===== src/rtl/dmem_arbiter_pkg.sv =====
// dmem_arbiter_pkg: shared state encodings and default widths for the data-memory arbiter
package dmem_arbiter_pkg;
    localparam int DMEM_DW = 32;
    localparam int DMEM_AW = 8;
    typedef enum logic [1:0] {
        IDLE   = 2'd0,
        P_ACC  = 2'd1,
        P_DONE = 2'd2,
        D_ACC  = 2'd3
    } arb_state_t;
endpackage


===== src/rtl/dmem_arbiter_if.sv =====
// dmem_arbiter_if: variable-latency req/ack data-memory port (master = arbiter, slave = memory)
interface dmem_arbiter_if
    import dmem_arbiter_pkg::*;
#(
    parameter int DW = DMEM_DW,
    parameter int AW = DMEM_AW
);
    logic          req;
    logic          we;
    logic [AW-1:0] addr;
    logic [DW-1:0] wdata;
    logic          ack;
    logic [DW-1:0] rdata;
    modport master (output req, we, addr, wdata, input ack, rdata);
    modport slave  (input req, we, addr, wdata, output ack, rdata);
endinterface


===== src/rtl/dmem_arb_age_cnt.sv =====
// dmem_arb_age_cnt: saturating count of consecutive cycles the DMA requester has waited
module dmem_arb_age_cnt #(
    parameter int MAX_WAIT = 8
) (
    input  logic                          clk,
    input  logic                          rst,
    input  logic                          inc,
    input  logic                          clr,
    output logic [$clog2(MAX_WAIT+1)-1:0] count,
    output logic                          sat
);
    localparam int CW = $clog2(MAX_WAIT + 1);

    assign sat = count == CW'(MAX_WAIT);

    // clear wins over increment; hold once saturated
    always_ff @(posedge clk or negedge rst) begin
        if (!rst) count <= '0;
        else if (clr) count <= '0;
        else if (inc && !sat) count <= count + 1'b1;
    end
endmodule


===== src/rtl/dmem_arbiter.sv =====
// dmem_arbiter: shares one data-memory port between the MEM stage and a DMA port; optional ack timeout via DMEM_ARB_TIMEOUT_EN
module dmem_arbiter
    import dmem_arbiter_pkg::*;
#(
    parameter int DW       = DMEM_DW,
    parameter int AW       = DMEM_AW,
    parameter int MAX_WAIT = 8
`ifdef DMEM_ARB_TIMEOUT_EN
    ,
    parameter int TIMEOUT  = 64
`endif
) (
    input  logic          clk,
    input  logic          rst,
    input  logic          pipe_rd,
    input  logic          pipe_wr,
    input  logic [AW-1:0] pipe_addr,
    input  logic [DW-1:0] pipe_wdata,
    output logic [DW-1:0] pipe_rdata,
    output logic          stall,
    input  logic          dma_req,
    input  logic          dma_we,
    input  logic [AW-1:0] dma_addr,
    input  logic [DW-1:0] dma_wdata,
    output logic          dma_gnt,
    output logic          dma_done,
    output logic [DW-1:0] dma_rdata,
    dmem_arbiter_if.master mem
`ifdef DMEM_ARB_TIMEOUT_EN
    ,
    output logic          err
`endif
);
    arb_state_t state;
    logic pipe_acc;
    logic dma_win;
    logic age_sat;
    logic [$clog2(MAX_WAIT+1)-1:0] age_unused;

    assign pipe_acc = pipe_rd | pipe_wr;
    assign dma_win  = dma_req & (age_sat | ~pipe_acc);
    // gated by rst so the pipeline is released the instant reset asserts
    assign stall    = rst & pipe_acc & (state != P_DONE);

    dmem_arb_age_cnt #(.MAX_WAIT(MAX_WAIT)) u_age (
        .clk   (clk),
        .rst   (rst),
        .inc   (dma_req & (state != D_ACC)),
        .clr   (~dma_req | ((state == IDLE) & dma_win)),
        .count (age_unused),
        .sat   (age_sat)
    );

`ifdef DMEM_ARB_TIMEOUT_EN
    localparam int TW = $clog2(TIMEOUT + 1);
    logic [TW-1:0] tcnt;
    logic t_exp;

    assign t_exp = tcnt == TW'(TIMEOUT - 1);

    // cycles spent waiting for ack in the current access
    always_ff @(posedge clk or negedge rst) begin
        if (!rst) tcnt <= '0;
        else tcnt <= (state == P_ACC || state == D_ACC) ? tcnt + 1'b1 : '0;
    end
`endif

    // arbitration FSM with registered memory-port and completion outputs
    always_ff @(posedge clk or negedge rst) begin
        if (!rst) begin
            state      <= IDLE;
            mem.req    <= 1'b0;
            mem.we     <= 1'b0;
            mem.addr   <= '0;
            mem.wdata  <= '0;
            dma_gnt    <= 1'b0;
            dma_done   <= 1'b0;
            pipe_rdata <= '0;
            dma_rdata  <= '0;
`ifdef DMEM_ARB_TIMEOUT_EN
            err        <= 1'b0;
`endif
        end else begin
            dma_done <= 1'b0;
            case (state)
                IDLE: begin
                    if (dma_win) begin
                        state     <= D_ACC;
                        mem.req   <= 1'b1;
                        mem.we    <= dma_we;
                        mem.addr  <= dma_addr;
                        mem.wdata <= dma_wdata;
                        dma_gnt   <= 1'b1;
                    end else if (pipe_acc) begin
                        state     <= P_ACC;
                        mem.req   <= 1'b1;
                        mem.we    <= pipe_wr;
                        mem.addr  <= pipe_addr;
                        mem.wdata <= pipe_wdata;
                    end
                end
                P_ACC: begin
                    if (mem.ack) begin
                        mem.req <= 1'b0;
                        if (!mem.we) pipe_rdata <= mem.rdata;
                        state <= P_DONE;
                    end
`ifdef DMEM_ARB_TIMEOUT_EN
                    else if (t_exp) begin
                        mem.req    <= 1'b0;
                        pipe_rdata <= '0;
                        err        <= 1'b1;
                        state      <= P_DONE;
                    end
`endif
                end
                P_DONE: state <= IDLE;
                D_ACC: begin
                    if (mem.ack) begin
                        mem.req  <= 1'b0;
                        dma_gnt  <= 1'b0;
                        dma_done <= 1'b1;
                        if (!mem.we) dma_rdata <= mem.rdata;
                        state <= IDLE;
                    end
`ifdef DMEM_ARB_TIMEOUT_EN
                    else if (t_exp) begin
                        mem.req   <= 1'b0;
                        dma_gnt   <= 1'b0;
                        dma_done  <= 1'b1;
                        dma_rdata <= '0;
                        err       <= 1'b1;
                        state     <= IDLE;
                    end
`endif
                end
                default: state <= IDLE;
            endcase
        end
    end
endmodule


===== src/flat_wrapper.sv =====
// flat-port wrapper written by rule: the top's interface ports become plain ports
module dmem_arbiter_flat import dmem_arbiter_pkg::*;
#(
    parameter int DW       = DMEM_DW,
    parameter int AW       = DMEM_AW,
    parameter int MAX_WAIT = 8

)
  (clk, rst, pipe_rd, pipe_wr, pipe_addr, pipe_wdata, pipe_rdata, stall, dma_req, dma_we, dma_addr, dma_wdata, dma_gnt, dma_done, dma_rdata, mem_req, mem_we, mem_addr, mem_wdata, mem_ack, mem_rdata);
  dmem_arbiter_if #(.DW(DW), .AW(AW)) mem_i ();
  input  logic clk;
  input  logic rst;
  input  logic pipe_rd;
  input  logic pipe_wr;
  input  logic [AW-1:0] pipe_addr;
  input  logic [DW-1:0] pipe_wdata;
  output logic [DW-1:0] pipe_rdata;
  output logic stall;
  input  logic dma_req;
  input  logic dma_we;
  input  logic [AW-1:0] dma_addr;
  input  logic [DW-1:0] dma_wdata;
  output logic dma_gnt;
  output logic dma_done;
  output logic [DW-1:0] dma_rdata;
  output wire logic [$bits(mem_i.req)-1:0] mem_req;
  output wire logic [$bits(mem_i.we)-1:0] mem_we;
  output wire logic [$bits(mem_i.addr)-1:0] mem_addr;
  output wire logic [$bits(mem_i.wdata)-1:0] mem_wdata;
  input wire logic [$bits(mem_i.ack)-1:0] mem_ack;
  input wire logic [$bits(mem_i.rdata)-1:0] mem_rdata;
  assign mem_req = mem_i.req;
  assign mem_we = mem_i.we;
  assign mem_addr = mem_i.addr;
  assign mem_wdata = mem_i.wdata;
  assign mem_i.ack = mem_ack;
  assign mem_i.rdata = mem_rdata;
  dmem_arbiter #(.DW(DW), .AW(AW), .MAX_WAIT(MAX_WAIT)) u_core (.clk(clk), .rst(rst), .pipe_rd(pipe_rd), .pipe_wr(pipe_wr), .pipe_addr(pipe_addr), .pipe_wdata(pipe_wdata), .pipe_rdata(pipe_rdata), .stall(stall), .dma_req(dma_req), .dma_we(dma_we), .dma_addr(dma_addr), .dma_wdata(dma_wdata), .dma_gnt(dma_gnt), .dma_done(dma_done), .dma_rdata(dma_rdata), .mem(mem_i));
endmodule

===== config.mk =====
export PLATFORM = sky130hd
export DESIGN_NAME = dmem_arbiter_flat
export DESIGN_NICKNAME = d
export VERILOG_FILES = /design/src/rtl/dmem_arbiter_pkg.sv /design/src/rtl/dmem_arbiter_if.sv /design/src/rtl/dmem_arb_age_cnt.sv /design/src/rtl/dmem_arbiter.sv /design/src/flat_wrapper.sv
export SDC_FILE = /design/constraint.sdc
export NUM_CORES = 1
export LEC_CHECK = 0
export CAP_MARGIN = 10
export CORE_MARGIN = 4
export CORE_UTILIZATION = 40
export CTS_CLUSTER_DIAMETER = 60
export DETAILED_ROUTE_END_ITERATION = 8
export PLACE_DENSITY = 0.75
export SYNTH_ARGS = -nofsm -noshare
export SYNTH_HDL_FRONTEND = slang
export SYNTH_SLANG_ARGS = --single-unit
export TNS_END_PERCENT = 100

===== constraint.sdc =====
create_clock -name clk -period 2 [get_ports clk]
set_input_delay 0.4 -clock clk [delete_from_list [all_inputs] [get_ports clk]]
set_output_delay 0.4 -clock clk [all_outputs]
set_load 0.1 [all_outputs]

==> impl_metrics.env, run 1 <==
export IMPL_grt_ovfl_total=0
export IMPL_synth_most_common_cell="dfrtp_1"
export IMPL_drt_wirelength_per_cell_um=19.03
export IMPL_r2r_start="u_core.u_age.count[0]$_DFFE_PN0P_"
export IMPL_fillCellCount=935
export IMPL_fin_nets=772
export IMPL_period_minus_slack_ns=1.935
export IMPL_max_freq_ghz=0.5167
export IMPL_wl_met3_mm=1.796
export IMPL_grt_usage_pct=21.71
export IMPL_critical_path_top_delay_family="buffers and inverters"
export IMPL_hpwl_mm=11.10
export IMPL_cts_sinks=114
export IMPL_required_ns=1.60
export IMPL_pin_count=228
export IMPL_clkLatencyLatePin_ns=0.41
export IMPL_ys_top_cells_by_area="dfrtp_1 (56%), mux2_2 (13%), o211ai_1 (6.2%), a31oi_1 (5.0%), a21oi_1 (4.3%)"
export IMPL_ys_seq_area_share_pct=55.94
export IMPL_viasPerCell=5.584
export IMPL_cp_start_kind="primary input"
export IMPL_worst_path_buf_inv=2
export IMPL_path_clk_slew_ns=0.05
export IMPL_wl_met1_mm=6.425
export IMPL_syn_inst=432
export IMPL_worst_slew_pin_slew_ns=0.6634
export IMPL_root_buffer="clkbuf_16"
export IMPL_die_width_um=120.9
export IMPL_routed_top_layer="met4"
export IMPL_ys_async_sr_fraction_pct=100.0
export IMPL_gp_routability_congestion=0.8382
export IMPL_cts_buffer_depth=2
export IMPL_fp_coreArea_um2=12260
export IMPL_synth_common_cells="dfrtp_1 (114), mux2_2 (57), a21oi_1 (44), nand3_1 (42), o211ai_1 (42)"
export IMPL_num_vias=4646
export IMPL_avgSynthCellArea_um2=11.81
export IMPL_yosysWarnings=0
export IMPL_hold_buffers=0
export IMPL_hold_ws_ns=0.07860
export IMPL_final_hold_viol_count=0
export IMPL_slowest_delay_ns=0.59
export IMPL_h_tree_depth=4
export IMPL_hold_class="in -> async"
export IMPL_routed_wl_mm=15.84
export IMPL_grt_setup_unrepaired="no"
export IMPL_ys_flop_type="dfrtp_1"
export IMPL_ys_types=32
export IMPL_grt_max_degree=115
export IMPL_post_cts_buffers=0
export IMPL_drt_initial_drc_count=461
export IMPL_synth_top_area_cell="dfrtp_1"
export IMPL_grt_antenna_before_repair=0
export IMPL_timing_slew_headroom_pct=55.77
export IMPL_criticalPathCategory="in -> out"
export IMPL_num_antenna_cells=0
export IMPL_drive_gt1_share_pct=34.04
export IMPL_wl_met2_mm=7.389
export IMPL_ys_ff_latch=114
export IMPL_cpMaxStageDelayCell="clkdlybuf4s50_1"
export IMPL_grt_pass1_wl_mm=24.90
export IMPL_route_detailed_drc=0
export IMPL_cp_cell_sequence="clkdlybuf4s50_1 -> o21ai_0 -> a21oi_2 -> buf_12"
export IMPL_cp_max_fo=4
export IMPL_tritoncts="done"
export IMPL_numCtsBuffers=17
export IMPL_grt_pass1_vias=4760
export IMPL_reg2regPathDepth=6
export IMPL_clock_skew_ns=0.01377
export IMPL_min_period_over_period_pct=96.77
export IMPL_drt_pre_antenna_iters=5
export IMPL_rows=40
export IMPL_synth_edf_count=0
export IMPL_numPortBuffers=227
export IMPL_final_antenna_net_count=0
export IMPL_syn_area_um2=5100
export IMPL_drv_slew=0
export IMPL_areaGrowthSynthToFinish_pct=56.89
export IMPL_endpoint_kind="output pin"
export IMPL_outcome="completed"
export IMPL_r2r_end="u_core.u_age.count[3]$_DFFE_PN0P_"
export IMPL_synth_top_area_share_pct=55.94
export IMPL_die_height_um=120.9
export IMPL_start_util_pct=41.59
export IMPL_dieArea_um2=14620
export IMPL_drv_cap=0
export IMPL_seqCellArea_um2=2853
export IMPL_multi_input_area_um2=1994
export IMPL_setup_violations_final=0
export IMPL_syn_nets=553
export IMPL_rrSetupSlack_ns=0.33
export IMPL_crit_arrival_ns=1.54
-- area by class of cell --
cell class	count	share of cell area, %
Tap cell	168	2.627
Sequential cell	114	35.65
Clock buffer	17	5.317
Multi-Input combinational cell	267	24.93
Clock inverter	15	2.862
Inverter	6	0.2815
Timing Repair Buffer	245	28.33
-- cell usage in the layout, fill, tap and decap left out, drive strengths merged, types with 2 or more instances in the layout --
cell	netlist	routed
nand3b	2	2
o211ai	42	42
ha	2	2
a211oi	3	3
inv	6	10
clkbuf	26	17
or3	2	2
clkdlybuf4s50	0	115
o21ai	4	4
bufinv	0	5
a21o	2	2
dfrtp	114	114
nand2	4	4
nand3	42	42
mux2	64	64
buf	19	129
a21oi	44	44
nand2b	2	2
a31oi	41	41
clkinv	0	5
and2	2	2
nor2	2	2
-- registers in the layout, indices dropped and copies added, names as in the netlist, 2 cells and up --
signal              cells
u_core.state            2
u_core.u_age.count      4
u_core.pipe_rdata      32
u_core.mem.wdata       32
u_core.mem.addr         8
u_core.dma_rdata       32
-- worst max-delay path by stage --
| stage | from | endpoint | slack (ns) | cells after the start |
|---|---|---|---|---|
| finish | pipe_rd | stall | 0.06 | 4 |
| global route | pipe_rd | stall | 0.01 | 4 |
| CTS | pipe_wr | stall | 0.05 | 4 |
| detailed placement | pipe_wr | u_core.u_age.count[3]$_DFFE_PN0P_ | -0.05 | 4 |
| global placement | pipe_wr | u_core.u_age.count[3]$_DFFE_PN0P_ | -0.007 | 4 |
| floorplan | u_core.mem.we$_DFFE_PN0P_ | u_core.dma_rdata[0]$_DFFE_PN0P_ | 0.05 | 3 |
-- layer usage --
metal  vias up  global-route usage [%]
met5         -                       0
met4         0                   7.224
met3        26                   7.226
met2       300                   34.73
met1      2254                   27.75
li1       2066                       -
-- cells by family after synthesis --
family	synth area share (%)
AO/OA/AOI/OAI	17.20
flip-flops	55.94
multiplexers	14.13
AND/OR/NAND/NOR	6.919
buffers and inverters	5.324
adder cells (fa/ha/maj)	0.4906
-- through the flow --
stage | cell area [µm²] | setup TNS (ns) | util (%) | setup slack [ns] | cells
detailed placement | 7345 | -0.9126 | 59.90 | -0.05448 | 800
floorplan | 5104 | 0 | - | 0.05131 | 432
global route | 8001 | 0 | 65.26 | 0.01308 | 832
CTS | 7999 | 0 | 65.23 | 0.05375 | 832
global placement | 7345 | -0.007269 | 59.90 | -0.007269 | 800
finish | 8001 | 0 | 65.26 | 0.06467 | 832
-- what timing repair did --
action / CTS / global route
setup endpoints to repair: 0 / 1
endpoints found under the hold margin: 0 / 0
resized for setup: 0 / 1
Power of run 1 is left out: the tool's default activity adds up to more than one toggle a clock period on the data nets, which glitch-free logic cannot reach.
==> run 2, diff against run 1 <==
--- a/config.mk
+++ b/config.mk
@@ -5,6 +5,7 @@
 export SDC_FILE = /design/constraint.sdc
 export NUM_CORES = 1
 export LEC_CHECK = 0
+export ABC_AREA = 1
 export CAP_MARGIN = 10
 export CORE_MARGIN = 4
 export CORE_UTILIZATION = 40
==> impl_metrics.env, run 2 <==
export IMPL_route_detailed_drc=0
export IMPL_final_antenna_net_count=0
export IMPL_synth_top_area_share_pct=55.26
export IMPL_numPortBuffers=227
export IMPL_endpoint_kind="output pin"
export IMPL_hold_ws_ns=0.09483
export IMPL_r2r_end="u_core.mem.addr[2]$_DFFE_PN0P_"
export IMPL_drv_slew=0
export IMPL_die_width_um=121.6
export IMPL_fp_coreArea_um2=12620
export IMPL_outcome="completed"
export IMPL_viasPerCell=4.460
export IMPL_hpwl_mm=10.41
export IMPL_ys_ff_latch=114
export IMPL_areaGrowthSynthToFinish_pct=55.53
export IMPL_clock_skew_ns=0.006272
export IMPL_syn_nets=775
export IMPL_h_tree_depth=4
export IMPL_r2r_start="u_core.u_age.count[0]$_DFFE_PN0P_"
export IMPL_synth_common_cells="nand2_1 (205), inv_1 (125), dfrtp_1 (114), nand3_1 (89), o21ai_0 (54)"
export IMPL_setup_tns_ns=0
export IMPL_hold_buffers=0
export IMPL_routed_wl_mm=14.64
export IMPL_pin_count=228
export IMPL_tritoncts="done"
export IMPL_ys_top_cells_by_area="dfrtp_1 (55%), nand2_1 (15%), inv_1 (9.1%), nand3_1 (8.6%), o21ai_0 (5.2%)"
export IMPL_grt_pass1_wl_mm=23.43
export IMPL_min_period_over_period_pct=94.32
export IMPL_cts_sinks=114
export IMPL_rows=41
export IMPL_syn_area_um2=5162
export IMPL_root_buffer="clkbuf_16"
export IMPL_drive_gt1_share_pct=18.44
export IMPL_synth_most_common_cell="nand2_1"
export IMPL_avgSynthCellArea_um2=7.894
export IMPL_num_vias=4759
export IMPL_grt_pass1_vias=4708
export IMPL_synth_top_area_cell="dfrtp_1"
export IMPL_cp_start_kind="primary input"
export IMPL_grt_ovfl_total=0
export IMPL_drv_cap=0
export IMPL_rrSetupSlack_ns=0.36
export IMPL_die_height_um=121.6
export IMPL_criticalPathCategory="in -> out"
export IMPL_ys_async_sr_fraction_pct=100.0
export IMPL_setup_violations_final=0
export IMPL_num_antenna_cells=0
export IMPL_clkLatencyLatePin_ns=0.40
export IMPL_slowest_delay_ns=0.50
export IMPL_cp_cell_sequence="clkdlybuf4s50_1 -> nor2_2 -> inv_1 -> nand2_1 -> a21oi_2 -> buf_12"
export IMPL_post_cts_buffers=0
export IMPL_path_clk_slew_ns=0.05
export IMPL_worst_slew_pin_slew_ns=0.5976
export IMPL_yosysWarnings=0
export IMPL_drt_wirelength_per_cell_um=13.72
export IMPL_required_ns=1.60
export IMPL_period_minus_slack_ns=1.886
export IMPL_grt_antenna_before_repair=0
export IMPL_reg_largest_list="u_core.dma_rdata (32), u_core.mem.wdata (32), u_core.pipe_rdata (32)"
export IMPL_layout_common_cells="nand2_1 (205), inv_1 (125), clkdlybuf4s50_1 (117)"
export IMPL_synth_edf_count=0
export IMPL_grt_usage_pct=20.20
export IMPL_reg2regPathDepth=9
export IMPL_syn_inst=654
export IMPL_drt_initial_drc_count=259
export IMPL_crit_arrival_ns=1.49
export IMPL_cts_resized=0
export IMPL_gp_routability_congestion=0.7941
export IMPL_final_hold_viol_count=0
export IMPL_timing_slew_headroom_pct=60.16
export IMPL_final_core_util_pct=63.62
export IMPL_cp_max_fo=2
export IMPL_fin_nets=1003
export IMPL_grt_setup_unrepaired="no"
export IMPL_ys_seq_area_share_pct=55.26
export IMPL_hold_class="in -> async"
export IMPL_ys_flop_type="dfrtp_1"
export IMPL_cpMaxStageDelayCell="clkdlybuf4s50_1"
export IMPL_drt_pre_antenna_iters=4
export IMPL_cts_buffer_depth=2
export IMPL_ys_types=19
export IMPL_max_freq_ghz=0.5301
export IMPL_final_common_cell="nand2_1"
export IMPL_start_util_pct=40.91
export IMPL_dieArea_um2=14790
export IMPL_numCtsBuffers=17
export IMPL_grt_max_degree=115
==> run 2: changes by cell type after synthesis, moves of 13 or more <==
cell	delta
mux2_2	-57
o21ai_1	+13
o21ai_0	+50
inv_1	+120
nand3_1	+47
clkbuf_1	-17
nand2_1	+201
a31oi_1	-41
a21oi_1	-43
buf_2	+13
o211ai_1	-42
==> run 2: how the worst max path moves through the flow <==
stage             from    end  slack (ns)  depth (start not counted)
2_1_floorplan  pipe_wr  stall        0.21                          4
3_3_place_gp   pipe_wr  stall        0.13                          6
3_5_place_dp   pipe_wr  stall         0.1                          6
4_1_cts        pipe_wr  stall         0.1                          6
5_1_grt        pipe_wr  stall        0.06                          6
6_report       pipe_wr  stall        0.11                          6
==> run 2: per-stage QoR <==
step	setup slack [ns]	std cells	instance area, µm²
floorplan	0.2079	654	5166
CTS	0.09663	1067	8029
finish	0.1136	1067	8029
detailed placement	0.09787	1035	7457
global route	0.05669	1067	8029
global placement	0.1324	1035	7457
==> run 2: logic make-up (layout without fill, tap and decap cells) <==
group / Yosys count / after routing / synth area share, %
AOI/OAI and AO/OA: 69 / 69 / 6.762
xor gates and xnor gates: 2 / 2 / 0.3394
adders and majority gates: 2 / 2 / 0.4847
buffers and inverters: 159 / 400 / 12.14
DFF: 114 / 114 / 55.26
and+or+nand+nor: 308 / 308 / 25.01
==> run 2: area by class of cell <==
type                            instances  area (µm²)
Inverter                              126       473.0
Fill cell                            1154        4591
Clock inverter                         11       111.4
Multi-Input combinational cell        381        1694
Tap cell                              172       215.2
Clock buffer                           21       460.4
Timing Repair Buffer                  242        2222
Sequential cell                       114        2853
==> run 2: metal layers <==
layer,up-vias,share of wire (%),global-route usage [%]
li1,2444,-,-
met1,2163,41,23.96
met2,125,52,34.92
met3,27,5.0,6.221
met4,0,2.2,6.793
met5,-,0,0
==> run 2: worst max-delay path: cells and delay by family <==
kind                   cells  cell delay [ns]
AO/OA/AOI/OAI              1             0.16
buffers and inverters      3             0.79
AND/OR/NAND/NOR            2             0.13
Power of run 2 is left out for the same reason.
==> variant (settings of run 1) <==
`MAX_WAIT` is set to 8 in 3 places; all go to 4.
--- a/src/rtl/dmem_arb_age_cnt.sv
+++ b/src/rtl/dmem_arb_age_cnt.sv
@@ -2,3 +2,3 @@
 module dmem_arb_age_cnt #(
-    parameter int MAX_WAIT = 8
+    parameter int MAX_WAIT = 4
 ) (
--- a/src/rtl/dmem_arbiter.sv
+++ b/src/rtl/dmem_arbiter.sv
@@ -6,3 +6,3 @@
     parameter int AW       = DMEM_AW,
-    parameter int MAX_WAIT = 8
+    parameter int MAX_WAIT = 4
 `ifdef DMEM_ARB_TIMEOUT_EN
--- a/src/flat_wrapper.sv
+++ b/src/flat_wrapper.sv
@@ -5,3 +5,3 @@
     parameter int AW       = DMEM_AW,
-    parameter int MAX_WAIT = 8
+    parameter int MAX_WAIT = 4
 
Behaviour: not the same (a bounded check fails within 10 cycles, from zero or initial values and one cycle with rst low).
==> variant against run 1 <==
Cell area shrank 3.6%; setup slack better by 0.088 ns; routed wire length down 9.4%; non-clock buffer count up 1; sequential cell count shrank 1; synthesized area is 4.1% lower; utilization is 1.0 points lower; highest routed layer unchanged.
Power is not shown: default switching activity piles up to over one toggle a cycle in this logic, so the estimate is an artifact.
==> variant: results (changes against run 1) <==
stage,metric,value,unit,change
timing,Worst-Margin Slew,0.617,ns,was 0.663 ns
logic_synthesis,sequential area share after synthesis,0.578,,was 0.559
clocking,CTS resizes,0,,unchanged
worst_setup_path,Reg2Reg Depth,3,,was 6
drt,vias,4369,,was 4646
global_routing,first-pass GRT wire length,23500,um,was 24900 um
global_routing,met1 Resource Use GR,0.271,,was 0.277
place,DP Wirelength,10200,um,was 11100 um
clocking,cts bufs inserted,17,,unchanged
drt,post-DR wirelength/cell,17.8,um,was 19.0 um
final_layout,share of post-route cells with drive strength above 1,0.350,,was 0.340
worst_setup_path,R2R Setup Slk,0.37,ns,was 0.33 ns
worst_setup_path,reg-to-reg critical path endpoint,u_core.pipe_rdata[26]$_DFFE_PN0P_,,was u_core.u_age.count[3]$_DFFE_PN0P_
worst_setup_path,Crit Path Max Fanout,3,,was 4
global_routing,GRT met3 Usage,0.0665,,was 0.0723
global_routing,met2 GRT Util,0.325,,was 0.347
worst_setup_path,"slowest stage delay, CP",0.55,ns,was 0.59 ns
timing,skew final,0.0118,ns,was 0.0138 ns
place,GP Congestion,0.814,,was 0.838
global_routing,Tot GR Track Use,0.209,,was 0.217
logic_synthesis,syn nets,541,,was 553
hold_path,Worst Hold Class,in -> async,,unchanged
run_status,outcome,finished clean,,unchanged
final_layout,nets@finish,766,,was 772
drt,first-iteration detailed-routing DRC count,269,,was 461
worst_setup_path,r2r startpoint,u_core.state[1]$_DFFE_PN0P_,,was u_core.u_age.count[0]$_DFFE_PN0P_
logic_synthesis,dominant cells by area after synthesis,"dfrtp_1, mux2_2, a31oi_1",,"was dfrtp_1, mux2_2, o211ai_1"
final_layout,Diodes inserted,0,,unchanged
logic_synthesis,"top cells by count, synth","dfrtp_1, mux2_2, a21oi_1, o21ai_0, nand3_1",,"was dfrtp_1, mux2_2, a21oi_1, nand3_1, o211ai_1"
worst_setup_path,CP startpoint,pipe_rd,,unchanged
global_routing,number of global-route vias before repair,4615,,was 4760
clocking,clock latency on the worst-skew pair,0.40,ns,
global_routing,pin count of the biggest net entering global routing,114,,was 115
## variant: cell types whose count changed after synthesis, moves of 2 or more
cell      change
buf_2         -4
mux2_1        -5
mux2_2        +5
buf_4         +3
a211oi_1      -3
inv_1         +2
o21ai_0      +39
o211ai_1     -42
buf_6         -4
## variant: kinds of logic (layout without fill, tap and decap cells)
kind of cell    count (synthesis)  after routing  share of synthesized area
xor+xnor                        1              1                    0.00179
simple gates                   56             56                     0.0619
fa+ha+maj                       2              2                    0.00512
mux                            65             65                      0.149
compound gates                136            136                      0.156
buf+inv                        47            285                     0.0476
flops                         113            113                      0.578
## variant: metrics by stage
step           instance area, sq um  cells  setup WS [ns]
4_1_cts                        7710    805          0.158
5_1_grt                        7710    805          0.113
3_5_place_dp                   7130    773         0.0337
6_report                       7710    805          0.152
3_3_place_gp                   7130    773         0.0656
2_1_floorplan                  4890    420         0.0313
## variant: critical path, delay by kind of cell
| family | cells | cell delay [ns] |
|---|---|---|
| AO/OA/AOI/OAI | 2 | 0.30 |
| buffers and inverters | 2 | 0.74 |
## variant: final cells by class
type,instances,area [sq um]
Clock buffer,19,453
Tap cell,147,184
Inverter,7,26.3
Clock inverter,13,136
Multi-Input combinational cell,260,1850
Timing Repair Buffer,246,2240
Sequential cell,113,2830
Fill cell,926,4300
## variant: layer usage
metal,part of all wire,vias to the layer above
li1,-,1998
met1,0.42,2073
met2,0.46,271
met3,0.098,27
met4,0.022,0
met5,0,-
## variant: worst min path at each step
stage / end / slack (ns) / cells past startpoint
2_1_floorplan: u_core.dma_done$_DFF_PN0_ / 0.10 / 0
3_3_place_gp: u_core.mem.req$_DFFE_PN0P_ / 0.47 / 1
3_5_place_dp: u_core.mem.req$_DFFE_PN0P_ / 0.47 / 1
4_1_cts: u_core.dma_done$_DFF_PN0_ / 0.13 / 2
5_1_grt: u_core.dma_done$_DFF_PN0_ / 0.12 / 2
6_report: u_core.dma_done$_DFF_PN0_ / 0.06 / 2
